File: config.mk
export PLATFORM = sky130hd
export DESIGN_NAME = screen_sel_ctl
export DESIGN_NICKNAME = d
export VERILOG_FILES = /design/src/rtl/screen_sel_pkg.sv /design/src/rtl/menu_hit_decoder.sv /design/src/rtl/screen_sel_ctl.sv
export SDC_FILE = /design/constraint.sdc
export NUM_CORES = 1
export LEC_CHECK = 0
export ABC_AREA = 1
export BUFFER_PORTS_ARGS = -buffer_cell sky130_fd_sc_hd__clkbuf_2
export CAP_MARGIN = 10
export CORE_MARGIN = 4
export CORE_UTILIZATION = 38
export CTS_BUF_LIST = sky130_fd_sc_hd__clkbuf_2
export DETAILED_ROUTE_END_ITERATION = 10
export GPL_TIMING_DRIVEN = 0
export PLACE_DENSITY = 0.67
export SYNTH_ARGS = -nofsm -noshare
export SYNTH_HDL_FRONTEND = slang
export SYNTH_SLANG_ARGS = --single-unit
File: constraint.sdc
create_clock -name clk -period 3 [get_ports clk]
set_input_delay 0.3 -clock clk [delete_from_list [all_inputs] [get_ports clk]]
set_output_delay 0.3 -clock clk [all_outputs]
set_load 0.03 [all_outputs]
File: src/rtl/screen_sel_pkg.sv
// Shared types and constants for the screen selector: FSM states, menu row codes
// and the colour palette lookup driven to every renderer.
package screen_sel_pkg;

  typedef enum logic [1:0] {
    MENU = 2'd0,
    PEND = 2'd1,
    RUN  = 2'd2
  } state_t;

  localparam logic [3:0] ROW_START   = 4'd0;
  localparam logic [3:0] ROW_LEVEL   = 4'd1;
  localparam logic [3:0] ROW_PALETTE = 4'd2;

  // Returns {background, foreground}; out-of-range indices fall back to entry 0.
  function automatic logic [23:0] palette_lut(input logic [2:0] idx);
    logic [23:0] c;
    case (idx)
      3'd0:    c = {12'h333, 12'hfff};
      3'd1:    c = {12'h099, 12'hf66};
      3'd2:    c = {12'h909, 12'h6f6};
      3'd3:    c = {12'h990, 12'h66f};
      3'd4:    c = {12'h339, 12'hff6};
      3'd5:    c = {12'h933, 12'h6ff};
      3'd6:    c = {12'h393, 12'hf6f};
      default: c = {12'h333, 12'hfff};
    endcase
    return c;
  endfunction

endpackage

File: src/rtl/menu_hit_decoder.sv
// Combinational menu hit test: maps a mouse position to the button row it lies in.
// Rows share one column and repeat every BTN_PITCH lines.
module menu_hit_decoder #(
  parameter int POS_W     = 12,
  parameter int BTN_X0    = 362,
  parameter int BTN_X1    = 674,
  parameter int BTN_Y0    = 46,
  parameter int BTN_H     = 100,
  parameter int BTN_PITCH = 192,
  parameter int N_ROWS    = 4
) (
  input  logic [POS_W-1:0] x_i,
  input  logic [POS_W-1:0] y_i,
  output logic             hit_o,
  output logic [3:0]       row_o
);

  logic [31:0] x_w;
  logic [31:0] y_w;
  logic        col_ok;

  assign x_w    = 32'(x_i);
  assign y_w    = 32'(y_i);
  assign col_ok = (x_w >= 32'(BTN_X0)) && (x_w <= 32'(BTN_X1));

  always_comb begin
    hit_o = 1'b0;
    row_o = 4'd0;
    for (int k = 0; k < N_ROWS; k++) begin
      if (col_ok && (y_w >= 32'(BTN_Y0 + k * BTN_PITCH)) &&
          (y_w <= 32'(BTN_Y0 + k * BTN_PITCH + BTN_H))) begin
        hit_o = 1'b1;
        row_o = 4'(k);
      end
    end
  end

endmodule

File: src/rtl/screen_sel_ctl.sv
// Top-level screen selector: decodes menu clicks, switches renderers on the vblank
// rising edge and registers the chosen renderer's pixel and syncs onto the VGA pins.
module screen_sel_ctl
  import screen_sel_pkg::*;
#(
  parameter int N_SCREENS  = 3,
  parameter int N_LEVELS   = 2,
  parameter int N_PALETTES = 7,
  parameter int RGB_W      = 12,
  parameter int POS_W      = 12,
  parameter int BTN_X0     = 362,
  parameter int BTN_X1     = 674,
  parameter int BTN_Y0     = 46,
  parameter int BTN_H      = 100,
  parameter int BTN_PITCH  = 192
) (
  input  logic                         clk,
  input  logic                         rst_n,
  input  logic                         vblnk_in,
  input  logic [POS_W-1:0]             xpos,
  input  logic [POS_W-1:0]             ypos,
  input  logic                         mouse_left,
  input  logic                         button,
  input  logic [N_SCREENS*RGB_W-1:0]   rgb_src,
  input  logic [N_SCREENS-1:0]         hsync_src,
  input  logic [N_SCREENS-1:0]         vsync_src,
  output logic [RGB_W-1:0]             rgb_out,
  output logic                         hsync_out,
  output logic                         vsync_out,
  output logic [2:0]                   screen_out,
  output logic [2:0]                   level,
  output logic [2:0]                   palette_idx,
  output logic [RGB_W-1:0]             color1,
  output logic [RGB_W-1:0]             color2
);

  state_t state_q, state_d;
  logic [2:0] target_q, target_d;
  logic [2:0] screen_q, screen_d;
  logic [2:0] level_q, level_d;
  logic [2:0] palette_q, palette_d;
  logic mouse_left_q, button_q, vblnk_q;
  logic [RGB_W-1:0] rgb_q, color1_q, color2_q;
  logic hsync_q, vsync_q;

  logic click, back, frame;
  logic hit;
  logic [3:0] row;
  logic [RGB_W-1:0] rgb_sel;
  logic hsync_sel, vsync_sel;
  logic [23:0] lut;

  assign click = mouse_left & ~mouse_left_q;
  assign back  = button & ~button_q;
  assign frame = vblnk_in & ~vblnk_q;

  // Row N_SCREENS is the last selectable one; anything further down never hits.
  menu_hit_decoder #(
    .POS_W    (POS_W),
    .BTN_X0   (BTN_X0),
    .BTN_X1   (BTN_X1),
    .BTN_Y0   (BTN_Y0),
    .BTN_H    (BTN_H),
    .BTN_PITCH(BTN_PITCH),
    .N_ROWS   (N_SCREENS + 1)
  ) u_hit (
    .x_i  (xpos),
    .y_i  (ypos),
    .hit_o(hit),
    .row_o(row)
  );

  always_comb begin
    state_d   = state_q;
    target_d  = target_q;
    screen_d  = screen_q;
    level_d   = level_q;
    palette_d = palette_q;
    case (state_q)
      MENU: begin
        if (click && hit) begin
          case (row)
            ROW_START: begin
              target_d = 3'd1;
              state_d  = PEND;
            end
            ROW_LEVEL:
              level_d = (level_q == 3'(N_LEVELS - 1)) ? 3'd0 : level_q + 3'd1;
            ROW_PALETTE:
              palette_d = (palette_q == 3'(N_PALETTES - 1)) ? 3'd0 : palette_q + 3'd1;
            default: begin
              target_d = 3'(row - 4'd1);
              state_d  = PEND;
            end
          endcase
        end
      end
      PEND: begin
        // The frame edge takes priority so a coincident back press cannot abort a due switch.
        if (frame) begin
          screen_d = target_q;
          state_d  = (target_q == 3'd0) ? MENU : RUN;
        end else if (back && (target_q != 3'd0)) begin
          state_d = MENU;
        end
      end
      RUN: begin
        if (back) begin
          target_d = 3'd0;
          state_d  = PEND;
        end
      end
      default: state_d = MENU;
    endcase
  end

  always_comb begin
    rgb_sel   = rgb_src[RGB_W-1:0];
    hsync_sel = hsync_src[0];
    vsync_sel = vsync_src[0];
    for (int k = 0; k < N_SCREENS; k++) begin
      if (screen_q == 3'(k)) begin
        rgb_sel   = rgb_src[k*RGB_W +: RGB_W];
        hsync_sel = hsync_src[k];
        vsync_sel = vsync_src[k];
      end
    end
  end

  assign lut = palette_lut(palette_q);

  always_ff @(posedge clk or negedge rst_n) begin
    if (!rst_n) begin
      state_q      <= MENU;
      target_q     <= 3'd0;
      screen_q     <= 3'd0;
      level_q      <= 3'd0;
      palette_q    <= 3'd0;
      mouse_left_q <= 1'b0;
      button_q     <= 1'b0;
      vblnk_q      <= 1'b0;
      rgb_q        <= '0;
      hsync_q      <= 1'b0;
      vsync_q      <= 1'b0;
      color1_q     <= RGB_W'(12'h333);
      color2_q     <= RGB_W'(12'hfff);
    end else begin
      state_q      <= state_d;
      target_q     <= target_d;
      screen_q     <= screen_d;
      level_q      <= level_d;
      palette_q    <= palette_d;
      mouse_left_q <= mouse_left;
      button_q     <= button;
      vblnk_q      <= vblnk_in;
      rgb_q        <= rgb_sel;
      hsync_q      <= hsync_sel;
      vsync_q      <= vsync_sel;
      color1_q     <= RGB_W'(lut[23:12]);
      color2_q     <= RGB_W'(lut[11:0]);
    end
  end

  assign rgb_out     = rgb_q;
  assign hsync_out   = hsync_q;
  assign vsync_out   = vsync_q;
  assign screen_out  = screen_q;
  assign level       = level_q;
  assign palette_idx = palette_q;
  assign color1      = color1_q;
  assign color2      = color2_q;

endmodule

==> results of run 1 <==
-- routing by layer --
metal  up-vias  wire, um
met1      1150      2790
met3        15       355
met4         0       150
met2        85      3080
met5         -         0
li1       1368         -
-- logic make-up after synthesis --
group | Yosys count | synth area share [%]
AND/OR/NAND/NOR | 206 | 35.7
buffers and inverters | 69 | 12.2
flip-flops | 43 | 42.2
AO/OA/AOI/OAI | 37 | 8.35
other | 2 | 0.292
adder cells (fa/ha/maj) | 1 | 0.486
XOR/XNOR | 1 | 0.340
multiplexers | 1 | 0.437
-- power by group --
| group | leakage (nW) | switching, mW | internal, mW |
|---|---|---|---|
| registers | 0.497 | 0.0763 | 0.800 |
| clock network | 0.0256 | 0.206 | 0.0597 |
| logic | 1.36 | 0.875 | 0.364 |
-- worst max-delay path, delay by kind of cell (launching register included) --
family	cells	cell delay, ps
AOI/OAI and AO/OA	1	160
buffers and inverters	2	600
DFF	1	410
and+or+nand+nor	2	430
-- worst max path at each step --
stage / start / endpoint
final: screen_out[2]$_DFFE_PN0P_ / rgb_out[4]$_DFF_PN0_
after global routing: screen_out[2]$_DFFE_PN0P_ / rgb_out[4]$_DFF_PN0_
after CTS: screen_out[2]$_DFFE_PN0P_ / rgb_out[4]$_DFF_PN0_
after detailed placement: ypos[9] / palette_idx[0]$_DFFE_PN0P_
after global placement: ypos[6] / palette_idx[0]$_DFFE_PN0P_
after floorplan: screen_out[2]$_DFFE_PN0P_ / rgb_out[3]$_DFF_PN0_
-- layout by cell type (no fill, tap or decap), types with 3 or more instances in the layout --
cell,instances
inv_1,45
nor2_1,54
nand4_1,4
dfrtp_1,34
conb_1,9
o21ai_1,3
clkbuf_1,5
a31oi_1,14
dlygate4sd3_1,3
nand3b_1,5
clkbuf_2,112
dfstp_2,9
nand2_1,95
a21oi_1,14
inv_2,4
buf_4,12
nand3_1,32
nand2_2,4
nand3_2,4
-- cell type report --
cell class,count,area (um^2)
Tap cell,77,96.3
Clock buffer,5,25.0
Fill cell,678,3150
Multi-Input combinational cell,255,1200
Sequential cell,43,1090
Timing Repair Buffer,110,566
Inverter,51,194
Buffer,18,120
Clock inverter,3,23.8
-- per-stage QoR --
step           hold WS, ps  area [um^2]  utilization (%)  total power, mW
2_1_floorplan         4.41         2600                -             1.77
3_3_place_gp           427         3230             50.1             2.11
3_5_place_dp           430         3230             50.1             2.13
4_1_cts               37.8         3310             51.3             2.40
5_1_grt               33.2         3310             51.3             2.56
6_report              13.8         3310             51.3             2.38
-- flip-flops by register name, summed over array words and instances, names as in the netlist, 2 cells and up --
| register | cells |
|---|---|
| rgb_out | 12 |
| screen_out | 3 |
| state_q | 2 |
| level | 3 |
| color2 | 3 |
| target_q | 3 |
| palette_idx | 3 |
| color1 | 9 |
-- cells in the mapped netlist, types with 2 or more instances --
cell | n | area, um^2
nand4_1 | 4 | 25.0
inv_2 | 4 | 15.0
nor2_1 | 54 | 203
nand3b_1 | 5 | 37.5
conb_1 | 2 | 7.51
dfstp_2 | 9 | 236
a31oi_1 | 14 | 87.6
o21ai_1 | 3 | 15.0
nand3_2 | 4 | 40.0
buf_4 | 12 | 90.1
nor3_2 | 2 | 20.0
clkbuf_1 | 5 | 18.8
a21oi_1 | 14 | 70.1
nor2_4 | 2 | 22.5
nand2_1 | 95 | 357
inv_1 | 45 | 169
nand2_2 | 4 | 25.0
o21ai_0 | 2 | 10.0
dfrtp_1 | 34 | 851
nand3_1 | 32 | 160
-- timing repair --
action,4_1_cts,5_1_grt
setup buffers,0,0
resized for setup,0,0
hold buffers,3,0
hold endpoints to repair,3,0
setup endpoints to repair,0,0
==> key figures, run 1 <==
Run status
  – Run status: completed

Pwr
  – Maximum VDD drop: 0.000242 V
  – P per Cell Area: 718 mW/mm^2
  – Leak pwr: between 1.5 and 2 nW

Worst setup path
  – CP endpoint kind: register
  – Reg2Reg Setup Slack: 1320 ps
  – CP Max Fanout: 10
  – RR Endpoint: rgb_out[4]$_DFF_PN0_
  – Worst path slowest cell: dfrtp_1
  – Arrival time at the worst endpoint: roughly 2000 ps
  – CP startpoint kind: register
  – CP required: about 3300 ps
  – R2R Path Start: screen_out[2]$_DFFE_PN0P_
  – CP peak stage delay: 410 ps
  – Worst reg2reg path depth: 5
  – CP Cell Sequence: clkinv_1, nand3_1, clkbuf_1, nor2_1, a31oi_1
  – Critical path class: register to register

Placed design
  – I/O Buffers: approximately 110
  – Placed cells: roughly 550
  – Pre-CTS setup slack: about 1200 ps
  – Post-DP HPWL: 5.23 mm
  – GPL Wtd Cong: between 0.8 and 0.9

Final layout
  – Ant diodes: 0
  – Area Growth Syn to Fin: 28.6%
  – Share of layout cells above drive strength 1: between 30% and 40%
  – Final net count: between 500 and 600
  – Non-filler instance count after layout: 562

STA
  – Setup Total Neg Slack: 0 ps
  – RSZ-0062 raised after global routing: no
  – Fmax achieved: slightly below 600 MHz
  – Worst Slack Setup Final: 1320 ps
  – Pins Over Slew Limit: 0
  – Measured slew at the worst slew-check pin: between 1000 and 1500 ps
  – Clock skew: about 17 ps
  – Min Clock Period, post-route: roughly 1700 ps
  – Setup Viol. Count Final: 0
  – Max-slew headroom: 31.6%
  – Final period utilization: a little under three fifths
  – Final hold violations: 0

Global routing
  – Grt ovf: 0
  – GR Util met2: ~27%
  – First-pass GRT wire length: between 10 and 15 mm
  – Met1 usage: 18.8%
  – Largest net degree at the start of global routing: 44
  – Total Routing Usage GR: roughly 15%
  – GR Util met3: between 3 and 4%
  – Initial antenna violation count: 0
  – Busiest grt layer: met2
  – Vias in the first global route: between 2000 and 2500

CTS
  – CTS clock-pin slew for the worst setup and hold paths: about 240 ps
  – CTS buffer count: 5
  – Worst-case clock buffer depth: 2
  – CTS tree: built
  – Clk_lat worst skew: between 400 and 500 ps
  – CTS Sinks: 43
  – Root Driver: clkbuf_2
  – H-tree depth: 2

Floorplan
  – Initial Utilization: 39.9%
  – Die height: roughly 90 um
  – Die width: between 90 and 100 um
  – Core Rows: 29
  – Core ar.: about 0.0065 mm^2
  – Die area: just over 0.008 mm^2
  – Ports: about 120

Yosys
  – Cell area after synthesis: around 0.0026 mm^2
  – Main synth FF type: dfrtp_1
  – Seq/Total Area, Yosys: approximately 42%
  – Post-Syn Instances: between 300 and 400
  – Post-synth ARST share: 100%
  – Mean Syn Cell Area: about 7 um^2
  – Register bit total from synthesis: 43
  – EDFF count, synth: 0
  – Yosys warnings: 0
  – Yosys cell types: 34

Detailed routing
  – Wire length per cell: 11.3 um
  – Iteration-0 DRC Markers: 88
  – Vias: about 2600
  – Routed Wire Length: ~6.4 mm
  – Drt first pass iters: 5
  – Via density: between 4 and 5
  – DR DRC count: 0
  – ANT nets after route: 0

Min path
  – Type of the tightest min-delay check: input pin to async pin

Run
  – MaxCap Viol Count: 0
(Power assumes the default switching activity.)
==> run 2: changes to the inputs <==
--- a/config.mk
+++ b/config.mk
@@ -5,7 +5,7 @@
 export SDC_FILE = /design/constraint.sdc
 export NUM_CORES = 1
 export LEC_CHECK = 0
-export ABC_AREA = 1
+export ABC_AREA = 0
 export BUFFER_PORTS_ARGS = -buffer_cell sky130_fd_sc_hd__clkbuf_2
 export CAP_MARGIN = 10
 export CORE_MARGIN = 4
@@ -13,7 +13,7 @@
 export CTS_BUF_LIST = sky130_fd_sc_hd__clkbuf_2
 export DETAILED_ROUTE_END_ITERATION = 10
 export GPL_TIMING_DRIVEN = 0
-export PLACE_DENSITY = 0.67
+export PLACE_DENSITY = 0.69
 export SYNTH_ARGS = -nofsm -noshare
 export SYNTH_HDL_FRONTEND = slang
 export SYNTH_SLANG_ARGS = --single-unit
==> constraint.sdc (replaced) <==
create_clock -name clk -period 1.68 [get_ports clk]
set_input_delay 0.168 -clock clk [delete_from_list [all_inputs] [get_ports clk]]
set_output_delay 0.168 -clock clk [all_outputs]
set_load 0.03 [all_outputs]
==> key figures, run 2 <==
STA
  – Final hold violations: 0
  – Max-slew headroom: 30.7%
  – RSZ-0062 raised after global routing: no
  – Pins Over Slew Limit: 0
  – Setup Viol. Count Final: 0
  – Min Clock Period, post-route: 1600 ps
  – Fmax achieved: 625 MHz
  – Measured slew at the worst slew-check pin: about 1000 ps
  – Clock skew: 7.75 ps
  – Final period utilization: a little over nine tenths
  – Final hold slack: roughly 66 ps

Floorplan
  – Die area: roughly 0.0072 mm^2
  – Die width: 85.0 um
  – Initial Utilization: between 30% and 40%
  – Core Rows: 27
  – Ports: between 100 and 150
  – Core ar.: ~0.0056 mm^2
  – Die height: 85.0 um

Worst setup path
  – CP Cell Sequence: nor4b_2, o211a_2, nand3_2, mux2_4
  – CP startpoint kind: register
  – Worst path slowest cell: dfrtp_1
  – Critical path class: register to register
  – CP required: ~2000 ps
  – WP buf/inv: 0
  – Top delay family on crit path: simple AND/OR/NAND/NOR gates
  – CP peak stage delay: between 400 and 500 ps
  – Reg2Reg Setup Slack: between 70 and 80 ps
  – CP Max Fanout: 5
  – CP endpoint kind: register
  – Arrival time at the worst endpoint: around 1900 ps

Yosys
  – Yosys warnings: 0
  – Cell area after synthesis: ~0.0023 mm^2
  – Seq/Total Area, Yosys: about half
  – Post-Syn Instances: about 230
  – Mean Syn Cell Area: approximately 10 um^2
  – Yosys cell types: 56
  – Synth top area share: 37.8%
  – Most frequent cell after synthesis: dfrtp_1
  – Top post-synthesis cells by area: dfrtp_1, dfstp_2, a22oi_1
  – Main synth FF type: dfrtp_1
  – Register bit total from synthesis: 43
  – Largest area contributor in the netlist: dfrtp_1
  – Top cells by count, synth: dfrtp_1, nand2_1, o21ai_0
  – EDFF count, synth: 0
  – Post-synth ARST share: between 90% and 100%

CTS
  – CTS clock-pin slew for the worst setup and hold paths: around 210 ps
  – H-tree depth: 2
  – CTS tree: built
  – Clk_lat worst skew: between 300 and 400 ps
  – Root Driver: clkbuf_2
  – CTS buffer count: 5
  – CTS Sinks: 43
  – Worst-case clock buffer depth: 2

Global routing
  – GR Util met3: 3.50%
  – Met1 usage: 19.8%
  – Grt ovf: 0
  – Vias in the first global route: around 2200
  – Total Routing Usage GR: around 16%
  – Busiest grt layer: met2
  – First-pass GRT wire length: about 10 mm
  – Initial antenna violation count: 0
  – GR Util met2: between 20% and 30%
  – Largest net degree at the start of global routing: 44

Run status
  – Run status: completed

Detailed routing
  – DR DRC count: 0
  – Wire length per cell: 13.1 um
  – Via density: between 5 and 6
  – Iteration-0 DRC Markers: 85
  – Drt first pass iters: 4
  – Routed Wire Length: between 5 and 6 mm
  – Vias: 2248
  – ANT nets after route: 0

Final layout
  – Share of layout cells above drive strength 1: a little under half
  – Final net count: around 450
  – Ant diodes: 0
  – Most frequent cells in the layout: clkbuf_2, dfrtp_1, nand2_1
  – # fillers: between 500 and 600
  – Number of flip-flops in the largest register: 12
  – Area Growth Syn to Fin: 44.3%
  – Commonest non-fill, non-tap cell in the layout: clkbuf_2
  – Post-layout util: between 50% and 60%
  – Non-filler instance count after layout: around 450

Run
  – MaxCap Viol Count: 0

Placed design
  – I/O Buffers: roughly 110
  – Post-DP HPWL: between 4 and 5 mm
  – Placed cells: about 420
  – GPL Wtd Cong: around 0.78

Pwr
  – Overall Power: 2.02 mW
  – P per Cell Area: between 600 and 700 mW/mm^2
  – Maximum VDD drop: approximately 0.00043 V
  – Leak pwr: about 1.6 nW

Min path
  – Type of the tightest min-delay check: input pin to register
-- run 2: area by class of cell --
| class | count | area [um^2] | area share [%] |
|---|---|---|---|
| sequential | 43 | 1090 | 33.5 |
| buffer | 19 | 125 | 3.85 |
| timing repair buffer | 132 | 766 | 23.6 |
| inverter | 2 | 7.51 | 0.231 |
| tap | 72 | 90.1 | 2.77 |
| clock inverter | 3 | 38.8 | 1.19 |
| clock buffer | 5 | 25.0 | 0.770 |
| multi-input combinational | 173 | 1110 | 34.1 |
-- run 2: metrics by stage --
stage / area, um^2 / setup slack, ps / TNS, ps
global route: 3250 / 1.97 / 0
finish: 3250 / 79.1 / 0
global placement: 2910 / -298 / -2240
floorplan: 2280 / -119 / -177
CTS: 3200 / 15.4 / 0
detailed placement: 2910 / -313 / -2310
-- run 2: what timing repair did --
item,4_1_cts,5_1_grt
endpoints found under the setup margin,11,21
setup buffers,4,2
resized for setup,7,13
hold buffers,18,0
hold endpoints to repair,51,0
-- run 2: path summary, 6_finish.rpt --
path                                         from                          to  depth (start not counted)
setup / recovery           state_q[1]$_DFFE_PN0P_  palette_idx[0]$_DFFE_PN0P_                          4
hold / removal                        rgb_src[27]        rgb_out[3]$_DFF_PN0_                          3
setup reg to reg           state_q[1]$_DFFE_PN0P_  palette_idx[0]$_DFFE_PN0P_                          4
hold reg to reg              level[2]$_DFFE_PN0P_        level[2]$_DFFE_PN0P_                          1
max in group asynchronous                   rst_n  palette_idx[1]$_DFFE_PN0P_                          2
min in group asynchronous                   rst_n        color1[11]$_DFF_PN0_                          2
-- run 2: where the power goes --
part,total [mW],internal (mW),switching [mW]
Sequential,1.08,1.07,0.0116
Combinational,0.373,0.162,0.211
Clock,0.568,0.245,0.323
-- run 2: layer usage --
metal / wire [um] / vias up / share of wire (%)
li1: - / 1108 / -
met1: 2400 / 1042 / 41
met2: 2990 / 92 / 51
met3: 444 / 6 / 7.5
met4: 67 / 0 / 1.1
met5: 0 / - / 0
-- run 2: kinds of logic after synthesis --
logic type | after synthesis | synth area share (%)
AO/OA/AOI/OAI | 71 | 21.1
adder cells (fa/ha/maj) | 1 | 0.555
AND/OR/NAND/NOR | 83 | 19.8
multiplexers | 6 | 3.11
buffers and inverters | 22 | 5.67
flip-flops | 43 | 48.3
XOR/XNOR | 3 | 1.17
other | 2 | 0.333
-- run 2: tightest hold or removal path, cell delays in order --
cell and delay, ps:
clkbuf_2 80, a22oi_1 50, o21ai_0 130
